==> src/rtl/decode_pipe_if.sv <==
//------------------------------------------------------------------------------
// decode_pipe_if : fetch/control/writeback/execute signal bundle of decode_pipe
// Rev 1.0
//------------------------------------------------------------------------------
`default_nettype none

interface decode_pipe_if #(
  parameter int DATA_WIDTH     = 32,
  parameter int REG_ADDR_WIDTH = 5
);
  logic                      valid_F_i;
  logic [31:0]               instr_F_i;
  logic [DATA_WIDTH-1:0]     PC_F_i;
  logic [DATA_WIDTH-1:0]     PC_Plus4_F_i;
  logic [31:0]               instrD_o;
  logic [2:0]                ImmSrcD_i;
  logic                      RegWriteW_i;
  logic [REG_ADDR_WIDTH-1:0] RdW_i;
  logic [DATA_WIDTH-1:0]     ResultW_i;
  logic                      MemReadE_i;
  logic [REG_ADDR_WIDTH-1:0] RdE_i;
  logic                      FlushD_i;
  logic                      FlushE_i;
  logic                      StallF_o;
  logic [DATA_WIDTH-1:0]     RD1E_o;
  logic [DATA_WIDTH-1:0]     RD2E_o;
  logic [DATA_WIDTH-1:0]     ImmExtE_o;
  logic [DATA_WIDTH-1:0]     PCE_o;
  logic [DATA_WIDTH-1:0]     PC_Plus4E_o;
  logic [REG_ADDR_WIDTH-1:0] Rs1E_o;
  logic [REG_ADDR_WIDTH-1:0] Rs2E_o;
  logic [REG_ADDR_WIDTH-1:0] RdE_o;
  logic                      validE_o;
  logic [DATA_WIDTH-1:0]     a0_o;

  // Decode stage view
  modport slave (
    input  valid_F_i, instr_F_i, PC_F_i, PC_Plus4_F_i, ImmSrcD_i,
           RegWriteW_i, RdW_i, ResultW_i, MemReadE_i, RdE_i, FlushD_i, FlushE_i,
    output instrD_o, StallF_o, RD1E_o, RD2E_o, ImmExtE_o, PCE_o, PC_Plus4E_o,
           Rs1E_o, Rs2E_o, RdE_o, validE_o, a0_o
  );

  // Surrounding pipeline view
  modport master (
    output valid_F_i, instr_F_i, PC_F_i, PC_Plus4_F_i, ImmSrcD_i,
           RegWriteW_i, RdW_i, ResultW_i, MemReadE_i, RdE_i, FlushD_i, FlushE_i,
    input  instrD_o, StallF_o, RD1E_o, RD2E_o, ImmExtE_o, PCE_o, PC_Plus4E_o,
           Rs1E_o, Rs2E_o, RdE_o, validE_o, a0_o
  );
endinterface

`default_nettype wire

==> src/rtl/decode_pipe.sv <==
//------------------------------------------------------------------------------
// decode_pipe : RISC-V decode stage (IF/ID, regfile, imm extend, hazard, ID/EX)
// Rev 1.0
//------------------------------------------------------------------------------
`default_nettype none

module decode_pipe #(
  parameter int DATA_WIDTH     = 32,
  parameter int REG_ADDR_WIDTH = 5
) (
  input  logic          clk,
  input  logic          rst_n,
  decode_pipe_if.slave  bus
);

  localparam int          c_num_regs  = 2**REG_ADDR_WIDTH;
  localparam logic [31:0] c_nop_instr = 32'h0000_0013;

  typedef struct packed {
    logic                  valid;
    logic [31:0]           instr;
    logic [DATA_WIDTH-1:0] pc;
    logic [DATA_WIDTH-1:0] pc4;
  } ifid_t;

  typedef struct packed {
    logic                      valid;
    logic [DATA_WIDTH-1:0]     rd1;
    logic [DATA_WIDTH-1:0]     rd2;
    logic [DATA_WIDTH-1:0]     imm;
    logic [DATA_WIDTH-1:0]     pc;
    logic [DATA_WIDTH-1:0]     pc4;
    logic [REG_ADDR_WIDTH-1:0] rs1;
    logic [REG_ADDR_WIDTH-1:0] rs2;
    logic [REG_ADDR_WIDTH-1:0] rd;
  } idex_t;

  ifid_t                     ifid_q, ifid_d;
  idex_t                     idex_q, idex_d;
  logic [DATA_WIDTH-1:0]     rf_q [c_num_regs];
  logic [DATA_WIDTH-1:0]     rf_d [c_num_regs];

  logic [REG_ADDR_WIDTH-1:0] rs1_idx, rs2_idx, rd_idx;
  logic                      wb_en;
  logic [DATA_WIDTH-1:0]     rd1, rd2;
  logic [31:0]               imm32;
  logic [DATA_WIDTH-1:0]     imm_ext;
  logic                      stall;

  // Register fields are resized to the configured index width
  assign rs1_idx = REG_ADDR_WIDTH'(ifid_q.instr[19:15]);
  assign rs2_idx = REG_ADDR_WIDTH'(ifid_q.instr[24:20]);
  assign rd_idx  = REG_ADDR_WIDTH'(ifid_q.instr[11:7]);

  assign wb_en = bus.RegWriteW_i && (bus.RdW_i != '0);

  always_comb begin
    rf_d = rf_q;
    if (wb_en) rf_d[bus.RdW_i] = bus.ResultW_i;
    rf_d[0] = '0;
  end

  always_ff @(posedge clk or negedge rst_n) begin
    if (!rst_n) begin
      for (int i = 0; i < c_num_regs; i++) rf_q[i] <= '0;
    end else begin
      rf_q <= rf_d;
    end
  end

  // Write-through: a same-cycle writeback is visible to the D-stage read
  always_comb begin
    if (rs1_idx == '0)                       rd1 = '0;
    else if (wb_en && (bus.RdW_i == rs1_idx)) rd1 = bus.ResultW_i;
    else                                      rd1 = rf_q[rs1_idx];
    if (rs2_idx == '0)                       rd2 = '0;
    else if (wb_en && (bus.RdW_i == rs2_idx)) rd2 = bus.ResultW_i;
    else                                      rd2 = rf_q[rs2_idx];
  end

  always_comb begin
    imm32 = '0;
    case (bus.ImmSrcD_i)
      3'b000:  imm32 = {{20{ifid_q.instr[31]}}, ifid_q.instr[31:20]};
      3'b001:  imm32 = {{20{ifid_q.instr[31]}}, ifid_q.instr[31:25], ifid_q.instr[11:7]};
      3'b010:  imm32 = {{20{ifid_q.instr[31]}}, ifid_q.instr[7], ifid_q.instr[30:25],
                        ifid_q.instr[11:8], 1'b0};
      3'b011:  imm32 = {ifid_q.instr[31:12], 12'b0};
      3'b100:  imm32 = {{12{ifid_q.instr[31]}}, ifid_q.instr[19:12], ifid_q.instr[20],
                        ifid_q.instr[30:21], 1'b0};
      default: imm32 = '0;
    endcase
  end

  assign imm_ext = DATA_WIDTH'($signed(imm32));

  assign stall = ifid_q.valid && bus.MemReadE_i && (bus.RdE_i != '0) &&
                 ((bus.RdE_i == rs1_idx) || (bus.RdE_i == rs2_idx));

  // Flush beats stall for IF/ID; the stalled instruction is discarded
  always_comb begin
    ifid_d = ifid_q;
    if (bus.FlushD_i) begin
      ifid_d       = '0;
      ifid_d.instr = c_nop_instr;
    end else if (!stall) begin
      ifid_d.valid = bus.valid_F_i;
      ifid_d.instr = bus.instr_F_i;
      ifid_d.pc    = bus.PC_F_i;
      ifid_d.pc4   = bus.PC_Plus4_F_i;
    end
  end

  always_comb begin
    idex_d = '0;
    if (!(bus.FlushE_i || stall)) begin
      idex_d.valid = ifid_q.valid;
      idex_d.rd1   = rd1;
      idex_d.rd2   = rd2;
      idex_d.imm   = imm_ext;
      idex_d.pc    = ifid_q.pc;
      idex_d.pc4   = ifid_q.pc4;
      idex_d.rs1   = rs1_idx;
      idex_d.rs2   = rs2_idx;
      idex_d.rd    = rd_idx;
    end
  end

  always_ff @(posedge clk or negedge rst_n) begin
    if (!rst_n) begin
      ifid_q <= '0;
      idex_q <= '0;
    end else begin
      ifid_q <= ifid_d;
      idex_q <= idex_d;
    end
  end

  assign bus.instrD_o    = ifid_q.instr;
  assign bus.StallF_o    = stall;
  assign bus.RD1E_o      = idex_q.rd1;
  assign bus.RD2E_o      = idex_q.rd2;
  assign bus.ImmExtE_o   = idex_q.imm;
  assign bus.PCE_o       = idex_q.pc;
  assign bus.PC_Plus4E_o = idex_q.pc4;
  assign bus.Rs1E_o      = idex_q.rs1;
  assign bus.Rs2E_o      = idex_q.rs2;
  assign bus.RdE_o       = idex_q.rd;
  assign bus.validE_o    = idex_q.valid;

  generate
    if (c_num_regs > 10) begin : g_a0
      assign bus.a0_o = rf_q[10];
    end else begin : g_no_a0
      assign bus.a0_o = '0;
    end
  endgenerate

endmodule

`default_nettype wire

==> src/flat_wrapper.sv <==
// flat-port wrapper written by rule: the top's interface ports become plain ports
module decode_pipe_flat 
#(
  parameter int DATA_WIDTH     = 32,
  parameter int REG_ADDR_WIDTH = 5
)
  (clk, rst_n, bus_valid_F_i, bus_instr_F_i, bus_PC_F_i, bus_PC_Plus4_F_i, bus_ImmSrcD_i, bus_RegWriteW_i, bus_RdW_i, bus_ResultW_i, bus_MemReadE_i, bus_RdE_i, bus_FlushD_i, bus_FlushE_i, bus_instrD_o, bus_StallF_o, bus_RD1E_o, bus_RD2E_o, bus_ImmExtE_o, bus_PCE_o, bus_PC_Plus4E_o, bus_Rs1E_o, bus_Rs2E_o, bus_RdE_o, bus_validE_o, bus_a0_o);
  decode_pipe_if #(.DATA_WIDTH(DATA_WIDTH), .REG_ADDR_WIDTH(REG_ADDR_WIDTH)) bus_i ();
  input  logic clk;
  input  logic rst_n;
  input wire logic [$bits(bus_i.valid_F_i)-1:0] bus_valid_F_i;
  input wire logic [$bits(bus_i.instr_F_i)-1:0] bus_instr_F_i;
  input wire logic [$bits(bus_i.PC_F_i)-1:0] bus_PC_F_i;
  input wire logic [$bits(bus_i.PC_Plus4_F_i)-1:0] bus_PC_Plus4_F_i;
  input wire logic [$bits(bus_i.ImmSrcD_i)-1:0] bus_ImmSrcD_i;
  input wire logic [$bits(bus_i.RegWriteW_i)-1:0] bus_RegWriteW_i;
  input wire logic [$bits(bus_i.RdW_i)-1:0] bus_RdW_i;
  input wire logic [$bits(bus_i.ResultW_i)-1:0] bus_ResultW_i;
  input wire logic [$bits(bus_i.MemReadE_i)-1:0] bus_MemReadE_i;
  input wire logic [$bits(bus_i.RdE_i)-1:0] bus_RdE_i;
  input wire logic [$bits(bus_i.FlushD_i)-1:0] bus_FlushD_i;
  input wire logic [$bits(bus_i.FlushE_i)-1:0] bus_FlushE_i;
  output wire logic [$bits(bus_i.instrD_o)-1:0] bus_instrD_o;
  output wire logic [$bits(bus_i.StallF_o)-1:0] bus_StallF_o;
  output wire logic [$bits(bus_i.RD1E_o)-1:0] bus_RD1E_o;
  output wire logic [$bits(bus_i.RD2E_o)-1:0] bus_RD2E_o;
  output wire logic [$bits(bus_i.ImmExtE_o)-1:0] bus_ImmExtE_o;
  output wire logic [$bits(bus_i.PCE_o)-1:0] bus_PCE_o;
  output wire logic [$bits(bus_i.PC_Plus4E_o)-1:0] bus_PC_Plus4E_o;
  output wire logic [$bits(bus_i.Rs1E_o)-1:0] bus_Rs1E_o;
  output wire logic [$bits(bus_i.Rs2E_o)-1:0] bus_Rs2E_o;
  output wire logic [$bits(bus_i.RdE_o)-1:0] bus_RdE_o;
  output wire logic [$bits(bus_i.validE_o)-1:0] bus_validE_o;
  output wire logic [$bits(bus_i.a0_o)-1:0] bus_a0_o;
  assign bus_i.valid_F_i = bus_valid_F_i;
  assign bus_i.instr_F_i = bus_instr_F_i;
  assign bus_i.PC_F_i = bus_PC_F_i;
  assign bus_i.PC_Plus4_F_i = bus_PC_Plus4_F_i;
  assign bus_i.ImmSrcD_i = bus_ImmSrcD_i;
  assign bus_i.RegWriteW_i = bus_RegWriteW_i;
  assign bus_i.RdW_i = bus_RdW_i;
  assign bus_i.ResultW_i = bus_ResultW_i;
  assign bus_i.MemReadE_i = bus_MemReadE_i;
  assign bus_i.RdE_i = bus_RdE_i;
  assign bus_i.FlushD_i = bus_FlushD_i;
  assign bus_i.FlushE_i = bus_FlushE_i;
  assign bus_instrD_o = bus_i.instrD_o;
  assign bus_StallF_o = bus_i.StallF_o;
  assign bus_RD1E_o = bus_i.RD1E_o;
  assign bus_RD2E_o = bus_i.RD2E_o;
  assign bus_ImmExtE_o = bus_i.ImmExtE_o;
  assign bus_PCE_o = bus_i.PCE_o;
  assign bus_PC_Plus4E_o = bus_i.PC_Plus4E_o;
  assign bus_Rs1E_o = bus_i.Rs1E_o;
  assign bus_Rs2E_o = bus_i.Rs2E_o;
  assign bus_RdE_o = bus_i.RdE_o;
  assign bus_validE_o = bus_i.validE_o;
  assign bus_a0_o = bus_i.a0_o;
  decode_pipe #(.DATA_WIDTH(DATA_WIDTH), .REG_ADDR_WIDTH(REG_ADDR_WIDTH)) u_core (.clk(clk), .rst_n(rst_n), .bus(bus_i));
endmodule
==> config.mk <==
export PLATFORM = sky130hd
export DESIGN_NAME = decode_pipe_flat
export DESIGN_NICKNAME = d
export VERILOG_FILES = /design/src/rtl/decode_pipe_if.sv /design/src/rtl/decode_pipe.sv /design/src/flat_wrapper.sv
export SDC_FILE = /design/constraint.sdc
export NUM_CORES = 2
export LEC_CHECK = 0
export CAP_MARGIN = 20
export CORE_MARGIN = 4
export CORE_UTILIZATION = 40
export CTS_CLUSTER_SIZE = 20
export DETAILED_ROUTE_END_ITERATION = 8
export SYNTH_ARGS = -nofsm -noshare
export SYNTH_HDL_FRONTEND = slang
export SYNTH_SLANG_ARGS = --single-unit
==> constraint.sdc <==
create_clock -name clk -period 3.5 [get_ports clk]
set_clock_uncertainty 0.15 [all_clocks]
set_input_delay 0.875 -clock clk [delete_from_list [all_inputs] [get_ports clk]]
set_output_delay 0.875 -clock clk [all_outputs]
set_load 0.005 [all_outputs]
==> summary.md <==
| Metric | Value |
|---|---|
| Status | `finished, final reports clean` |
| Max Clock Freq | `292 MHz` |
| Buf/Inv on CP | `2` |
| Post-synthesis cell type count | `61` |
| Reg2Reg Depth | `8` |
| Die footprint | `0.166 mm^2` |
| Worst EP arrival | `2.39 ns` |
| WL per Instance | `31.3 um` |
| Startpoint class of the critical path | `flip-flop` |
| Antenna Nets Post-Route | `0` |
| Most frequent cells in the layout | `dfrtp_1 (1255), mux2_2 (1067), mux4_2 (401)` |
| Total Wirelength | `226 mm` |
| Core box area | `0.159 mm^2` |
| CP Depth | `6` |
| Register area share after synthesis | `49.6%` |
| Synth Flop Type | `dfrtp_1` |
| Hold Crit Class | `reg -> reg` |
| Gate Count Post-Synth | `4625` |
| Initial Util | `40.3%` |
| Min cycle time layout | `3.42 ns` |
| Maximum clock insertion buffer count | `3` |
| Setup_tns | `0 ns` |
| Slew HR | `31.8%` |
| Syn avg cell area | `13.8 um^2` |
| Most common cell after layout, fill and taps aside | `dfrtp_1` |
| Critical path's slowest cell | `dfrtp_4` |
| H-tree lvl count | `4` |
| Die Width | `407 um` |
| Worst-path clk slew | `0.06 ns` |
| Grt ovf | `0` |
| Total Nets Final | `5197` |
| # IOs | `389` |
| Slew Limit Fails | `0` |
| Gpl congestion | `0.860` |
| CP delay by family, top | `flip-flops` |
| # rows | `146` |
| Max-cap violations | `0` |
| RSZ-0062 raised after global routing | `false` |
| Leakage | `33.0 nW` |
| Crit end category | `output port` |
| DR vias/cell | `6.14` |
| Total Power | `42.2 mW` |
| Synth warn | `0` |
| Critical Path RT | `2.47 ns` |
| CP peak stage delay | `0.58 ns` |
| Clk sinks | `1265` |
| DRT iter0 DRCs | `4759` |
| Die height | `407 um` |
| Peak supply drop | `625 uV` |
| Layout area overhead | `20.7%` |
| Fin crit share | `97.7%` |
| Overall global routing resource usage | `26.8%` |
| PortBufs | `388` |
| PD cells | `548 mW/mm^2` |
| Root Buffer | `clkbuf_16` |
| Post-synthesis async set-or-reset flop share | `100%` |
| Pin count of the biggest net entering global routing | `112` |
| Clk Latency, worst-skew pair | `0.79 ns` |
| Design area | `0.0770 mm^2` |
| CP Class | `reg -> out` |
| First-pass GRT wire length | `328 mm` |
| Hold Fails Final Rpt | `0` |
| Slew at the pin with the worst max-slew slack | `1.02 ns` |
| Number of global-route vias before repair | `44800` |
| Syn nets | `4773` |
| Worst hold path cell count | `1` |
| Inserted Clock Buffers | `144` |
| DRT Pass-1 Iters | `5` |
| Syn Std Cell Area | `0.0638 mm^2` |
| Setup violations, final | `0` |
| Vias | `44500` |
| Critical path cell sequence | `xor2_1, nor3_1, a22oi_1, or2_4, inv_4, buf_4` |
| Drc violations | `0` |
| Detail Placement HPWL | `150 mm` |
| Post-synthesis register bit count | `1265` |
| Fraction of layout cells with a size suffix above 1 | `42.5%` |
| # fillers | `13800` |
| Post-DP Area | `0.0721 mm^2` |
| Number of synthesized flops with an enable pin | `0` |
| Initial antenna violation count | `10` |
| Maximum net fanout on the critical path | `7` |
| TritonCTS clock tree | `done` |
-- synthesized netlist by cell type (7+ instances only) --
cell type	count	share of area, %
xor2_1	15	0.21
mux2i_1	116	1.8
buf_2	118	0.93
nand2_1	277	1.6
nand3_1	45	0.35
a221oi_1	65	0.89
a221o_1	18	0.28
mux2_2	1067	19
nor3_1	51	0.40
buf_1	69	0.41
buf_4	125	1.5
nor3b_1	10	0.12
buf_6	23	0.41
o211ai_1	17	0.20
nor2_1	109	0.64
a22oi_1	70	0.82
nor3_2	8	0.13
nand3b_1	7	0.082
dfrtp_1	1265	50
o22ai_1	61	0.60
nor4_1	10	0.098
nand2b_1	9	0.088
mux4_2	401	14
a21oi_1	151	1.2
o21ai_0	53	0.42
a22o_1	25	0.34
and2_1	94	0.92
clkbuf_1	187	1.1
nor2b_1	32	0.31
a31oi_1	12	0.12
mux2_1	8	0.14
a211oi_1	42	0.49
-- cell families after synthesis --
| logic type | share of synthesized area (%) |
|---|---|
| AO/OA/AOI/OAI | 5.72 |
| buffers and inverters | 4.39 |
| AND/OR/NAND/NOR | 5.09 |
| flip-flops | 49.6 |
| multiplexers | 34.9 |
| XOR/XNOR | 0.274 |
-- area by class of cell --
type	count	area, um^2	area share (%)
repair buffers	807	8460	11.0
well taps	2072	2590	3.37
clock inverters	51	531	0.689
clock buffers	210	4190	5.43
inverters	3	16.3	0.0211
diodes	1	2.50	0.00325
flip-flops and latches	1265	31700	41.1
multi-input cells	2828	29600	38.4
-- through the flow --
stage,hold slack [ns],utilization (%),setup slack [ns],cells
detailed placement,0.313,45.5,-0.0848,6952
finish,0.322,48.6,0.0802,7237
global placement,0.308,45.5,-0.195,6952
global route,0.333,48.6,0.00516,7236
floorplan,0.303,-,0.399,4625
CTS,0.327,48.5,0.0267,7230
-- worst paths after layout --
kind | from | endpoint | slack, ns
max in group asynchronous | rst_n | u_core.rf_q[388]$_DFFE_PN0P_ | 1.52
setup reg to reg | u_core.bus.instrD_o[24]$_DFFE_PN0P_ | u_core.bus.RD2E_o[10]$_DFF_PN0_ | 0.20
hold / removal | u_core.ifid_q[0]$_DFFE_PN0P_ | u_core.bus.PC_Plus4E_o[0]$_DFF_PN0_ | 0.32
setup / recovery | u_core.bus.instrD_o[16]$_DFFE_PN0P_ | bus_StallF_o | 0.08
hold reg to reg | u_core.ifid_q[0]$_DFFE_PN0P_ | u_core.bus.PC_Plus4E_o[0]$_DFF_PN0_ | 0.32
min in group asynchronous | rst_n | u_core.ifid_q[14]$_DFFE_PN0P_ | 0.56
-- power by group --
group          switching (mW)  internal (mW)
sequential               1.85           17.1
clock                    6.37           8.85
combinational            3.32           4.78
total                    11.5           30.7
-- state kept, by name, indices dropped and copies added, names as in the netlist --
signal / cells
u_core.rf_q: 960
u_core.ifid_q: 65
u_core.bus.ImmExtE_o: 32
u_core.bus.PCE_o: 32
u_core.bus.PC_Plus4E_o: 32
u_core.bus.RD1E_o: 32
u_core.bus.RD2E_o: 32
u_core.bus.a0_o: 32
u_core.bus.instrD_o: 32
u_core.bus.RdE_o: 5
u_core.bus.Rs1E_o: 5
u_core.bus.Rs2E_o: 5
u_core.bus.validE_o: 1
-- worst reg2reg max path, delay by kind of cell, from the launching register on --
family / cells / cell delay (ns)
compound gates: 2 / 0.58
buf+inv: 2 / 0.38
simple gates: 4 / 1.59
flops: 1 / 0.49
-- per-layer routing --
| layer | vias up | track usage [%] | part of all wire [%] |
|---|---|---|---|
| li1 | 18100 | - | - |
| met1 | 23800 | 36.9 | 42 |
| met2 | 2059 | 41.7 | 46 |
| met3 | 484 | 5.52 | 7.8 |
| met4 | 10 | 10.7 | 4.6 |
| met5 | - | 0 | 0.030 |
-- repair_timing --
action / in CTS / in global routing
setup buffers: 16 / 6
setup endpoints to repair: 2 / 2
hold buffers: 1 / 0
resized for setup: 4 / 4
pin swaps: 3 / 3
hold endpoints to repair: 63 / 0
(Power assumes the default switching activity.)
